==> src/rtl/pipe_pkg.sv <==
// Shared constants for the pipeline stage register: FSM state encodings and
// the width of the occupancy output.
package pipe_pkg;

    localparam int OCC_W = 2;

    localparam logic [1:0] ST_EMPTY = 2'd0;
    localparam logic [1:0] ST_BUSY  = 2'd1;
    localparam logic [1:0] ST_FULL  = 2'd2;

endpackage

==> src/rtl/reg_en_w.sv <==
// Enable register of parametrised width with asynchronous, active-high reset
// to a fixed value.
module reg_en_w #(
    parameter int               WIDTH     = 32,
    parameter logic [WIDTH-1:0] RESET_VAL = '0
) (
    input  logic             clk,
    input  logic             rst,
    input  logic             en_i,
    input  logic [WIDTH-1:0] d_i,
    output logic [WIDTH-1:0] q_o
);

    logic [WIDTH-1:0] data_q;

    // Load on enable, otherwise hold.
    always_ff @(posedge clk or posedge rst) begin
        if (rst) begin
            data_q <= RESET_VAL;
        end else if (en_i) begin
            data_q <= d_i;
        end else begin
            data_q <= data_q;
        end
    end

    assign q_o = data_q;

endmodule

==> src/rtl/pipe_stage_reg.sv <==
// Pipeline stage register with valid/ready handshake, synchronous flush and an
// optional two-entry skid buffer that keeps s_ready free of any m_ready path.
module pipe_stage_reg
    import pipe_pkg::*;
#(
    parameter int               WIDTH     = 32,
    parameter logic [WIDTH-1:0] RESET_VAL = '0,
    parameter int               SKID      = 1
) (
    input  logic             clk,
    input  logic             rst,
    input  logic             flush,
    input  logic             s_valid,
    output logic             s_ready,
    input  logic [WIDTH-1:0] s_data,
    output logic             m_valid,
    input  logic             m_ready,
    output logic [WIDTH-1:0] m_data,
    output logic [OCC_W-1:0] occ
);

    logic             main_en_s;
    logic [WIDTH-1:0] main_d_s;

    reg_en_w #(
        .WIDTH     (WIDTH),
        .RESET_VAL (RESET_VAL)
    ) u_main (
        .clk  (clk),
        .rst  (rst),
        .en_i (main_en_s),
        .d_i  (main_d_s),
        .q_o  (m_data)
    );

    if (SKID == 1) begin : gen_skid

        logic [1:0]       state_q;
        logic [1:0]       state_d;
        logic             skid_en_s;
        logic             main_from_skid_s;
        logic             in_s;
        logic             out_s;
        logic [WIDTH-1:0] skid_q;

        reg_en_w #(
            .WIDTH     (WIDTH),
            .RESET_VAL (RESET_VAL)
        ) u_skid (
            .clk  (clk),
            .rst  (rst),
            .en_i (skid_en_s),
            .d_i  (s_data),
            .q_o  (skid_q)
        );

        assign in_s  = s_valid && s_ready;
        assign out_s = m_valid && m_ready;

        // Next-state and register-enable decode; flush overrides every transfer.
        always_comb begin
            state_d          = state_q;
            main_en_s        = 1'b0;
            skid_en_s        = 1'b0;
            main_from_skid_s = 1'b0;
            if (flush) begin
                state_d = ST_EMPTY;
            end else begin
                case (state_q)
                    ST_EMPTY: begin
                        if (in_s) begin
                            main_en_s = 1'b1;
                            state_d   = ST_BUSY;
                        end else begin
                            state_d = ST_EMPTY;
                        end
                    end
                    ST_BUSY: begin
                        if (in_s && !out_s) begin
                            skid_en_s = 1'b1;
                            state_d   = ST_FULL;
                        end else if (!in_s && out_s) begin
                            state_d = ST_EMPTY;
                        end else if (in_s && out_s) begin
                            main_en_s = 1'b1;
                            state_d   = ST_BUSY;
                        end else begin
                            state_d = ST_BUSY;
                        end
                    end
                    ST_FULL: begin
                        if (out_s) begin
                            main_en_s        = 1'b1;
                            main_from_skid_s = 1'b1;
                            state_d          = ST_BUSY;
                        end else begin
                            state_d = ST_FULL;
                        end
                    end
                    default: begin
                        state_d = ST_EMPTY;
                    end
                endcase
            end
        end

        assign main_d_s = main_from_skid_s ? skid_q : s_data;

        // State register.
        always_ff @(posedge clk or posedge rst) begin
            if (rst) begin
                state_q <= ST_EMPTY;
            end else begin
                state_q <= state_d;
            end
        end

        // Handshake outputs decode from the state flop only.
        always_comb begin
            s_ready = 1'b1;
            m_valid = 1'b0;
            occ     = 2'd0;
            case (state_q)
                ST_EMPTY: begin
                    s_ready = 1'b1;
                    m_valid = 1'b0;
                    occ     = 2'd0;
                end
                ST_BUSY: begin
                    s_ready = 1'b1;
                    m_valid = 1'b1;
                    occ     = 2'd1;
                end
                ST_FULL: begin
                    s_ready = 1'b0;
                    m_valid = 1'b1;
                    occ     = 2'd2;
                end
                default: begin
                    s_ready = 1'b1;
                    m_valid = 1'b0;
                    occ     = 2'd0;
                end
            endcase
        end

    end else begin : gen_noskid

        logic valid_q;
        logic valid_d;
        logic in_s;
        logic out_s;

        assign s_ready   = !valid_q || m_ready;
        assign in_s      = s_valid && s_ready;
        assign out_s     = valid_q && m_ready;
        assign main_en_s = in_s;
        assign main_d_s  = s_data;

        // Valid next-state: flush first, then a fresh beat, then a drain.
        always_comb begin
            valid_d = valid_q;
            if (flush) begin
                valid_d = 1'b0;
            end else if (in_s) begin
                valid_d = 1'b1;
            end else if (out_s) begin
                valid_d = 1'b0;
            end else begin
                valid_d = valid_q;
            end
        end

        // Valid register.
        always_ff @(posedge clk or posedge rst) begin
            if (rst) begin
                valid_q <= 1'b0;
            end else begin
                valid_q <= valid_d;
            end
        end

        assign m_valid = valid_q;
        assign occ     = {1'b0, valid_q};

    end

endmodule
==> config.mk <==
export PLATFORM = sky130hd
export DESIGN_NAME = pipe_stage_reg
export DESIGN_NICKNAME = d
export VERILOG_FILES = /design/src/rtl/pipe_pkg.sv /design/src/rtl/reg_en_w.sv /design/src/rtl/pipe_stage_reg.sv
export SDC_FILE = /design/constraint.sdc
export NUM_CORES = 1
export LEC_CHECK = 0
export BUFFER_PORTS_ARGS = -buffer_cell sky130_fd_sc_hd__buf_2
export CORE_MARGIN = 2
export CORE_UTILIZATION = 45
export CTS_CLUSTER_SIZE = 24
export DETAILED_ROUTE_END_ITERATION = 12
export PLACE_DENSITY = 0.69
export SKIP_CTS_REPAIR_TIMING = 1
export SYNTH_ARGS = -nofsm -noshare
export SYNTH_HDL_FRONTEND = slang
export SYNTH_SLANG_ARGS = --single-unit
==> constraint.sdc <==
create_clock -name clk -period 5.05 [get_ports clk]
set_clock_uncertainty 0.2 [all_clocks]
set_input_delay 1.2625 -clock clk [delete_from_list [all_inputs] [get_ports clk]]
set_output_delay 1.2625 -clock clk [all_outputs]
set_load 0.05 [all_outputs]
==> results of run 1 <==
[routing by layer]
metal  up-vias  global-route usage (%)
met1       932                    20.1
met3         6                    7.54
met4         0                    5.03
met5         -                       0
li1        844                       -
met2        51                    24.7
[worst paths after layout]
path                                     start                      to  slack [ps]  cells after the start
min                             u_main.q_o[11]          u_main.q_o[11]         300                      1
min reg2reg                     u_main.q_o[11]          u_main.q_o[11]         300                      1
max                                    m_ready          u_main.q_o[14]        1990                      8
min in group asynchronous                  rst          u_main.q_o[17]         860                      2
max reg2reg                gen_skid.state_q[0]          u_main.q_o[14]        2260                      8
max in group asynchronous                  rst  gen_skid.u_skid.q_o[6]        2910                      3
[synth_stat cells]
| cell | n |
|---|---|
| sky130_fd_sc_hd__mux2_2 | 77 |
| sky130_fd_sc_hd__dfrtp_1 | 66 |
| sky130_fd_sc_hd__mux2_4 | 19 |
| sky130_fd_sc_hd__buf_6 | 7 |
| sky130_fd_sc_hd__ha_1 | 6 |
| sky130_fd_sc_hd__inv_1 | 6 |
| sky130_fd_sc_hd__nand2_1 | 3 |
| sky130_fd_sc_hd__buf_8 | 2 |
| sky130_fd_sc_hd__a31oi_1 | 1 |
| sky130_fd_sc_hd__a31oi_4 | 1 |
| sky130_fd_sc_hd__a32oi_1 | 1 |
| sky130_fd_sc_hd__and4b_1 | 1 |
| sky130_fd_sc_hd__buf_12 | 1 |
| sky130_fd_sc_hd__nand2b_1 | 1 |
| sky130_fd_sc_hd__nand3b_1 | 1 |
| sky130_fd_sc_hd__nand3b_4 | 1 |
| sky130_fd_sc_hd__nor2_1 | 1 |
| sky130_fd_sc_hd__nor2b_2 | 1 |
| sky130_fd_sc_hd__or2_2 | 1 |
[report_power, final]
group	internal, mW	switching (mW)
Sequential	0.718	0.0934
Combinational	0.262	0.413
Clock	0.212	0.189
[cell type report]
| type | count | share of cell area (%) |
|---|---|---|
| Multi-Input combinational cell | 115 | 36.5 |
| Timing Repair Buffer | 74 | 10.2 |
| Sequential cell | 66 | 45.1 |
| Clock inverter | 2 | 0.341 |
| Tap cell | 80 | 2.73 |
| Inverter | 6 | 0.614 |
| Clock buffer | 12 | 4.51 |
[state kept, by name, indices dropped and copies added, names as in the netlist]
signal and cells:
gen_skid.u_skid.q_o 32, u_main.q_o 32, gen_skid.state_q 2
[worst max-delay path: cells and delay by family]
| kind | cells | cell delay (ps) |
|---|---|---|
| AOI/OAI and AO/OA | 1 | 550 |
| adders and majority gates | 1 | 130 |
| buffers and inverters | 3 | 590 |
| muxes | 1 | 370 |
| and+or+nand+nor | 2 | 160 |
[cells by family (layout without fill, tap and decap cells)]
group | Yosys count | after routing | synth area share (%)
muxes | 96 | 96 | 36.7
DFF | 66 | 66 | 52.6
buffers and inverters | 16 | 94 | 4.82
and+or+nand+nor | 10 | 10 | 2.35
adders and majority gates | 6 | 6 | 2.39
AOI/OAI and AO/OA | 3 | 3 | 1.16
==> flow_results.org, run 1 <==
** Routing
- Remaining number of nets flagged by the antenna check after routing :: 0
- Via count :: 1833
- Post-detailed-route DRC marker count :: 0
- Per-cell routed wire length :: 15.5 um
- The routed design uses 354 um of met3 wire.
- After detailed routing, no signal wire sits above met4.
- Per-cell via count in the routed design :: 5.16
- Summed over all nets, wire length on met2 after detailed routing comes to 2.57 mm.
- The first TritonRoute pass finished after 4 iterations.
- Routed met1 length :: 2.51 mm
- DR iter-0 viols :: 64
- Detailed-route wire length :: 5.50 mm

** Clock network
- Clock transition time at the flip-flop clock pins of the worst setup and hold paths :: 70 ps
- Clock latency on the worst-skew pair, taken at its later pin, is 330 ps.
- Root buffer cell :: sky130_fd_sc_hd__clkbuf_8
- CTS sink cnt :: 66
- TritonCTS clock tree :: built
- H-tree lvl count :: 3
- Number of buffers on the longest clock path :: 2
- Buffers inserted during clock tree synthesis total 9.

** Final layout
- Filler cells :: 580
- The multi-input combinational cells in the finished layout cover a total of 1340 um^2.
- The finished layout holds 355 standard cells, fillers aside.
- In the layout the commonest cells are sky130_fd_sc_hd__mux2_2 (77), sky130_fd_sc_hd__buf_2 (72), sky130_fd_sc_hd__dfrtp_1 (66).
- In the final layout, the share of cells above drive strength 1 is 69.1%.
- For this run, the post-layout net count is 315.
- Signed area change from the synthesized netlist to the final layout :: 16.7%
- The finished cells cover 3670 um^2.
- The repair_antennas step left the layout with diodes totalling 0.
- Measured on the finished design, the core utilization comes to 54.3%.
- Most frequent standard cell in the layout excluding fill and tap cells :: sky130_fd_sc_hd__mux2_2
- Summing all flip-flop and latch instances after layout gives 1650 um^2.

** STA
- After layout, the worst setup slack is 1990 ps.
- Setup violations remaining at the end of the flow were counted as 0.
- In the finished design, the share of the clock period the worst path needs comes to 60.5%.
- Count of final hold-check violations :: 0
- Final-report max-slew violation count :: 0
- Unrepaired setup endpoints after global routing :: false
- Headroom to the max-slew limit came out at 38.1%.
- Final hold slack :: 302 ps
- For the pin with the worst max-slew slack, the measured transition is 929 ps.
- Max Freq :: 327 MHz
- The smallest clock period supported by the final layout is computed as 3060 ps.
- Setup TNS after final layout :: 0 ps

** Setup path
- Critical path required time :: 5070 ps
- Most prevalent standard cell on the critical path :: sky130_fd_sc_hd__nand2_1
- The worst setup path is of the in -> reg kind.
- CP endpoint kind :: flip-flop
- Critical Path, Cell by Cell :: buf_2 -> nand2_1 -> inv_1 -> ha_1 -> nand2_1 -> a31oi_4 -> buf_4 -> mux2_2
- Data arrives at the worst endpoint at 3080 ps.
- Maximum cell stage delay along the critical path :: 550 ps
- In this run the worst path has a maximum fanout of 17.
- Launching element type of the critical path :: input pin
- Cell at the slowest stage of the critical path :: sky130_fd_sc_hd__a31oi_4

** Power and ir drop
- Summed over all cells, the static leakage comes to 1.74 nW.
- The worst-case IR drop observed on VDD is 0.277 mV.
- Power per unit of standard cell area :: 515 nW/um^2
- Final Total Pwr :: 1.89 mW

** Hold path
- Worst min-delay path category :: reg -> reg

** Yosys
- The synthesized design devotes to its leading area cell type 52.6% of total area.
- Post-synthesis cell type with the largest combined area :: sky130_fd_sc_hd__dfrtp_1
- Top cells by area in the synthesized netlist :: sky130_fd_sc_hd__dfrtp_1 (53%), sky130_fd_sc_hd__mux2_2 (28%), sky130_fd_sc_hd__mux2_4 (9.1%)
- Synthesis handed over a netlist of 197 instances.
- When the netlist entered floorplanning its net count stood at 240.
- In this run the cell area of the synthesized design comes to 3140 um^2.
- Yosys warns :: 0
- Of the synthesized area, sequential elements account for 52.6%.
- Averaged over all synthesized cells, the footprint is 15.9 um^2.
- Count of cell types in the netlist :: 19
- Number of synthesized register bits :: 66

** Placed design
- Pre-CTS WS :: 1600 ps
- Cell Area, Placed :: 3490 um^2
- Count of input and output buffers :: 72
- Routability-driven placement finished with a final weighted congestion of 0.688.
- Once detailed placement completed, the half-perimeter wirelength came to 3.61 mm.
- In this run, placement finished with an instance count of 341.

** Global route
- Entering global routing, the biggest net connects 38 pins.
- Via count of the first global-routing pass :: 1880
- GRT Total Usage :: 16.0%
- The initial antenna violation count came to 0.
- The first global-routing pass estimated 9.15 mm of wire.
- Summed over all layers, the global routing overflow is 0.

** Floorplanning
- Pin placement for this block handled 73 I/O pins.
- Die Height :: 87.5 um
- After floorplanning, the core was divided into 30 placement rows.
- From left edge to right edge, the die measures 87.5 um.
- The initial utilization of the core area, before any placement, comes to 46.5%.
- Area inside the core boundary :: 6760 um^2
- The die covers 7660 um^2.

** Run status
- The flow ran to the end, and the final reports show no timing, DRC or antenna violations.

** Job
- The tool flagged a number of max-cap violations equal to 0.
Power figures use the tool's default switching activity.
==> inputs of run 2 (changes only) <==
--- a/config.mk
+++ b/config.mk
@@ -5,12 +5,13 @@
 export SDC_FILE = /design/constraint.sdc
 export NUM_CORES = 1
 export LEC_CHECK = 0
+export ABC_AREA = 1
 export BUFFER_PORTS_ARGS = -buffer_cell sky130_fd_sc_hd__buf_2
 export CORE_MARGIN = 2
 export CORE_UTILIZATION = 45
 export CTS_CLUSTER_SIZE = 24
 export DETAILED_ROUTE_END_ITERATION = 12
-export PLACE_DENSITY = 0.69
+export PLACE_DENSITY = 0.68
 export SKIP_CTS_REPAIR_TIMING = 1
 export SYNTH_ARGS = -nofsm -noshare
 export SYNTH_HDL_FRONTEND = slang
==> constraint.sdc (replaced) <==
create_clock -name clk -period 2.95 [get_ports clk]
set_clock_uncertainty 0.2 [all_clocks]
set_input_delay 0.7375 -clock clk [delete_from_list [all_inputs] [get_ports clk]]
set_output_delay 0.7375 -clock clk [all_outputs]
set_load 0.05 [all_outputs]
==> flow_results.org, run 2 <==
** Run status
- Run status :: finished clean

** Placed design
- OpenSTA, run right after detailed placement, puts the worst setup slack at 514 ps.
- Post-detail-place hpwl :: 4.95 mm
- Gpl congestion :: 0.783
- Once placement finished, the instance area stood at 3700 um^2.
- Buffers placed on the I/O ports in this run total 72.
- Including well taps, the total number of placed cells is 567.

** Routing
- Post-detailed-route DRC marker count :: 0
- The pre-antenna-repair detailed-routing pass consisted of 4 iterations.
- Per-cell routed wire length :: 13.7 um
- Via count :: 2989
- Remaining number of nets flagged by the antenna check after routing :: 0
- DR iter-0 viols :: 156
- Detailed-route wire length :: 7.96 mm
- Per-cell via count in the routed design :: 5.13

** Clock network
- The clock passes through at most 2 buffers.
- CTS sink cnt :: 66
- Clock buffers created by TritonCTS :: 9
- Clock transition time at the flip-flop clock pins of the worst setup and hold paths :: 70 ps
- TritonCTS built the clock tree.
- For the worst-skew pair, the clock arrives at the later sink with an insertion delay of 340 ps.
- H-tree lvl count :: 3
- Root buffer cell :: sky130_fd_sc_hd__clkbuf_8

** Yosys
- In this run the biggest area consumer among cell types represents 49.2% of the synthesized area.
- The biggest area contributor in the post-synthesis netlist is sky130_fd_sc_hd__dfrtp_1.
- Count of cell types in the netlist :: 18
- Top cells by area in the synthesized netlist :: sky130_fd_sc_hd__dfrtp_1 (49%), sky130_fd_sc_hd__nand2_1 (22%), sky130_fd_sc_hd__nand3_1 (9.7%)
- Syn Area/Cell :: 7.98 um^2
- Top cell types by occurrence after synthesis :: sky130_fd_sc_hd__nand2_1 (196), sky130_fd_sc_hd__dfrtp_1 (66), sky130_fd_sc_hd__nand3_1 (65)
- The most used flip-flop cell after synthesis is sky130_fd_sc_hd__dfrtp_1.
- Net count of the mapped netlist :: 464
- The cell area that synthesis handed to floorplanning was 3360 um^2.
- The share of the Yosys chip area taken by registers is 49.2%.
- Synthesized netlist cell count :: 421
- Number of synthesized register bits :: 66
- Share of synthesized registers carrying an async set or reset :: 100%
- Among all cell types in the netlist, the one instantiated most often is sky130_fd_sc_hd__nand2_1.
- Yosys warns :: 0
- Counting flops with a built-in enable in the synthesized netlist gives 0.

** Final layout
- Most frequent standard cell in the layout excluding fill and tap cells :: sky130_fd_sc_hd__nand2_1
- Ant diodes :: 0
- Leading cell types in the layout, fill and taps excluded :: sky130_fd_sc_hd__nand2_1 (196), sky130_fd_sc_hd__buf_2 (72), sky130_fd_sc_hd__dfrtp_1 (66)
- Number of nets at the end of the flow :: 522
- Leaving out filler cells and counting taps, the final layout contains 583.
- Of the cells placed in the final design, the portion with a size suffix greater than 1 is 22.1%.
- Post-route cell area :: 3890 um^2
- From synthesis to final layout, the design area changed by 15.9%.

** Floorplanning
- From left edge to right edge, the die measures 90.4 um.
- The die covers 8170 um^2.
- Initial core utilization :: 46.3%
- During I/O placement, the number of pins put on the boundary was 73.
- Area inside the core boundary :: 7250 um^2
- The initialized floorplan defines 31 standard-cell rows.
- The floorplan step set the die height to 90.4 um.

** Setup path
- For this run, the slowest stage of the critical path takes 400 ps.
- Data arrival time of the critical path :: 2410 ps
- Among all stages on the critical path, the largest delay is contributed by sky130_fd_sc_hd__dfrtp_1.
- Critical Path, Cell by Cell :: inv_1 -> ha_1 -> buf_4 -> nand2_1 -> nand2_1 -> inv_1 -> nand2_4 -> nand2_2 -> nand2_1 -> nand2_1
- Largest driver fanout on the critical path :: 34
- For the worst flop-to-flop path, the logic depth is 10.
- Critical path required time :: 2980 ps
- The setup path with the least slack is of type reg -> reg.
- The worst setup path is captured at a flip-flop.
- By instance count, the cell type seen most on the critical path is sky130_fd_sc_hd__nand2_1.
- STA classifies the critical path startpoint as a flip-flop.

** Power and ir drop
- Worst vdd ir :: 0.372 mV
- The analysis attributes to cell leakage a power of 2.22 nW.
- Power per unit of standard cell area :: 804 nW/um^2

** STA
- At the pin with the least slew margin, the transition time is 641 ps.
- The hold violation count in the final report came to 0.
- In the post-route analysis, the smallest setup slack over all paths is 566 ps.
- The final max-slew violation count is 0.
- Setup repair after global routing left no endpoint under its margin.
- Relative slew slack :: 57.2%
- Setup violations remaining at the end of the flow were counted as 0.
- Tmin final :: 2380 ps
- Final period utilization :: 80.8%
- Max Freq :: 419 MHz
- Summed over all failing endpoints, the final setup total negative slack is 0 ps.

** Global route
- The number of global-route vias before repair was 2875.
- For this run, the total global-route usage over all layers was measured as 21.2%.
- The initial antenna violation count came to 0.
- Entering global routing, the biggest net connects 45 pins.
- Wire length of the first global-routing pass :: 13.9 mm
- Leftover overflow at the end of global routing :: 0

** Job
- Maximum capacitance violations :: 0

** Hold path
- Hold path cells :: 2
- The tightest min-delay check is of the reg -> reg type.
run 2: cell type report:
type / instances / area [um^2]
tap: 99 / 124
sequential: 66 / 1650
multi-input combinational: 312 / 1440
clock inverter: 7 / 68.8
timing repair buffer: 80 / 445
fill: 739 / 3360
inverter: 10 / 42.5
clock buffer: 9 / 124
run 2: final timing paths:
path | slack [ps] | endpoint | startpoint
setup / recovery | 570 | u_main.q_o[4] | gen_skid.state_q[0]
hold / removal | 270 | gen_skid.u_skid.q_o[3] | gen_skid.u_skid.q_o[3]
hold reg to reg | 270 | gen_skid.u_skid.q_o[3] | gen_skid.u_skid.q_o[3]
setup reg to reg | 570 | u_main.q_o[4] | gen_skid.state_q[0]
max in group asynchronous | 1650 | gen_skid.u_skid.q_o[15] | rst
min in group asynchronous | 280 | u_main.q_o[26] | rst
run 2: routing by layer:
layer	part of all wire, %	global-route usage (%)
met3	7.4	4.01
met1	45	29.1
met4	1.7	8.72
met5	0	0
met2	45	33.1
run 2: cells by family after synthesis:
family | synth area share (%)
DFF | 49.2
AOI/OAI and AO/OA | 0.372
and+or+nand+nor | 40.1
adders and majority gates | 2.23
buffers and inverters | 8.12
run 2: per-stage QoR:
step           hold slack, ps  power, mW  utilization (%)
3_3_place_gp              253       2.38             51.0
4_1_cts                   277       3.17             53.7
2_1_floorplan             242       2.16                -
3_5_place_dp              259       2.41             51.0
6_report                  273       3.13             53.7
5_1_grt                   290       3.34             53.7
run 2: power breakdown:
| group | switching (mW) | internal [mW] |
|---|---|---|
| Clock | 0.352 | 0.388 |
| Sequential | 0.150 | 1.19 |
| Combinational | 0.786 | 0.260 |
run 2: critical path, delay by kind of cell, from the launching register on:
| family | cells | cell delay, ps |
|---|---|---|
| buffers and inverters | 3 | 560 |
| adder cells (fa/ha/maj) | 1 | 230 |
| AND/OR/NAND/NOR | 6 | 850 |
| flip-flops | 1 | 400 |
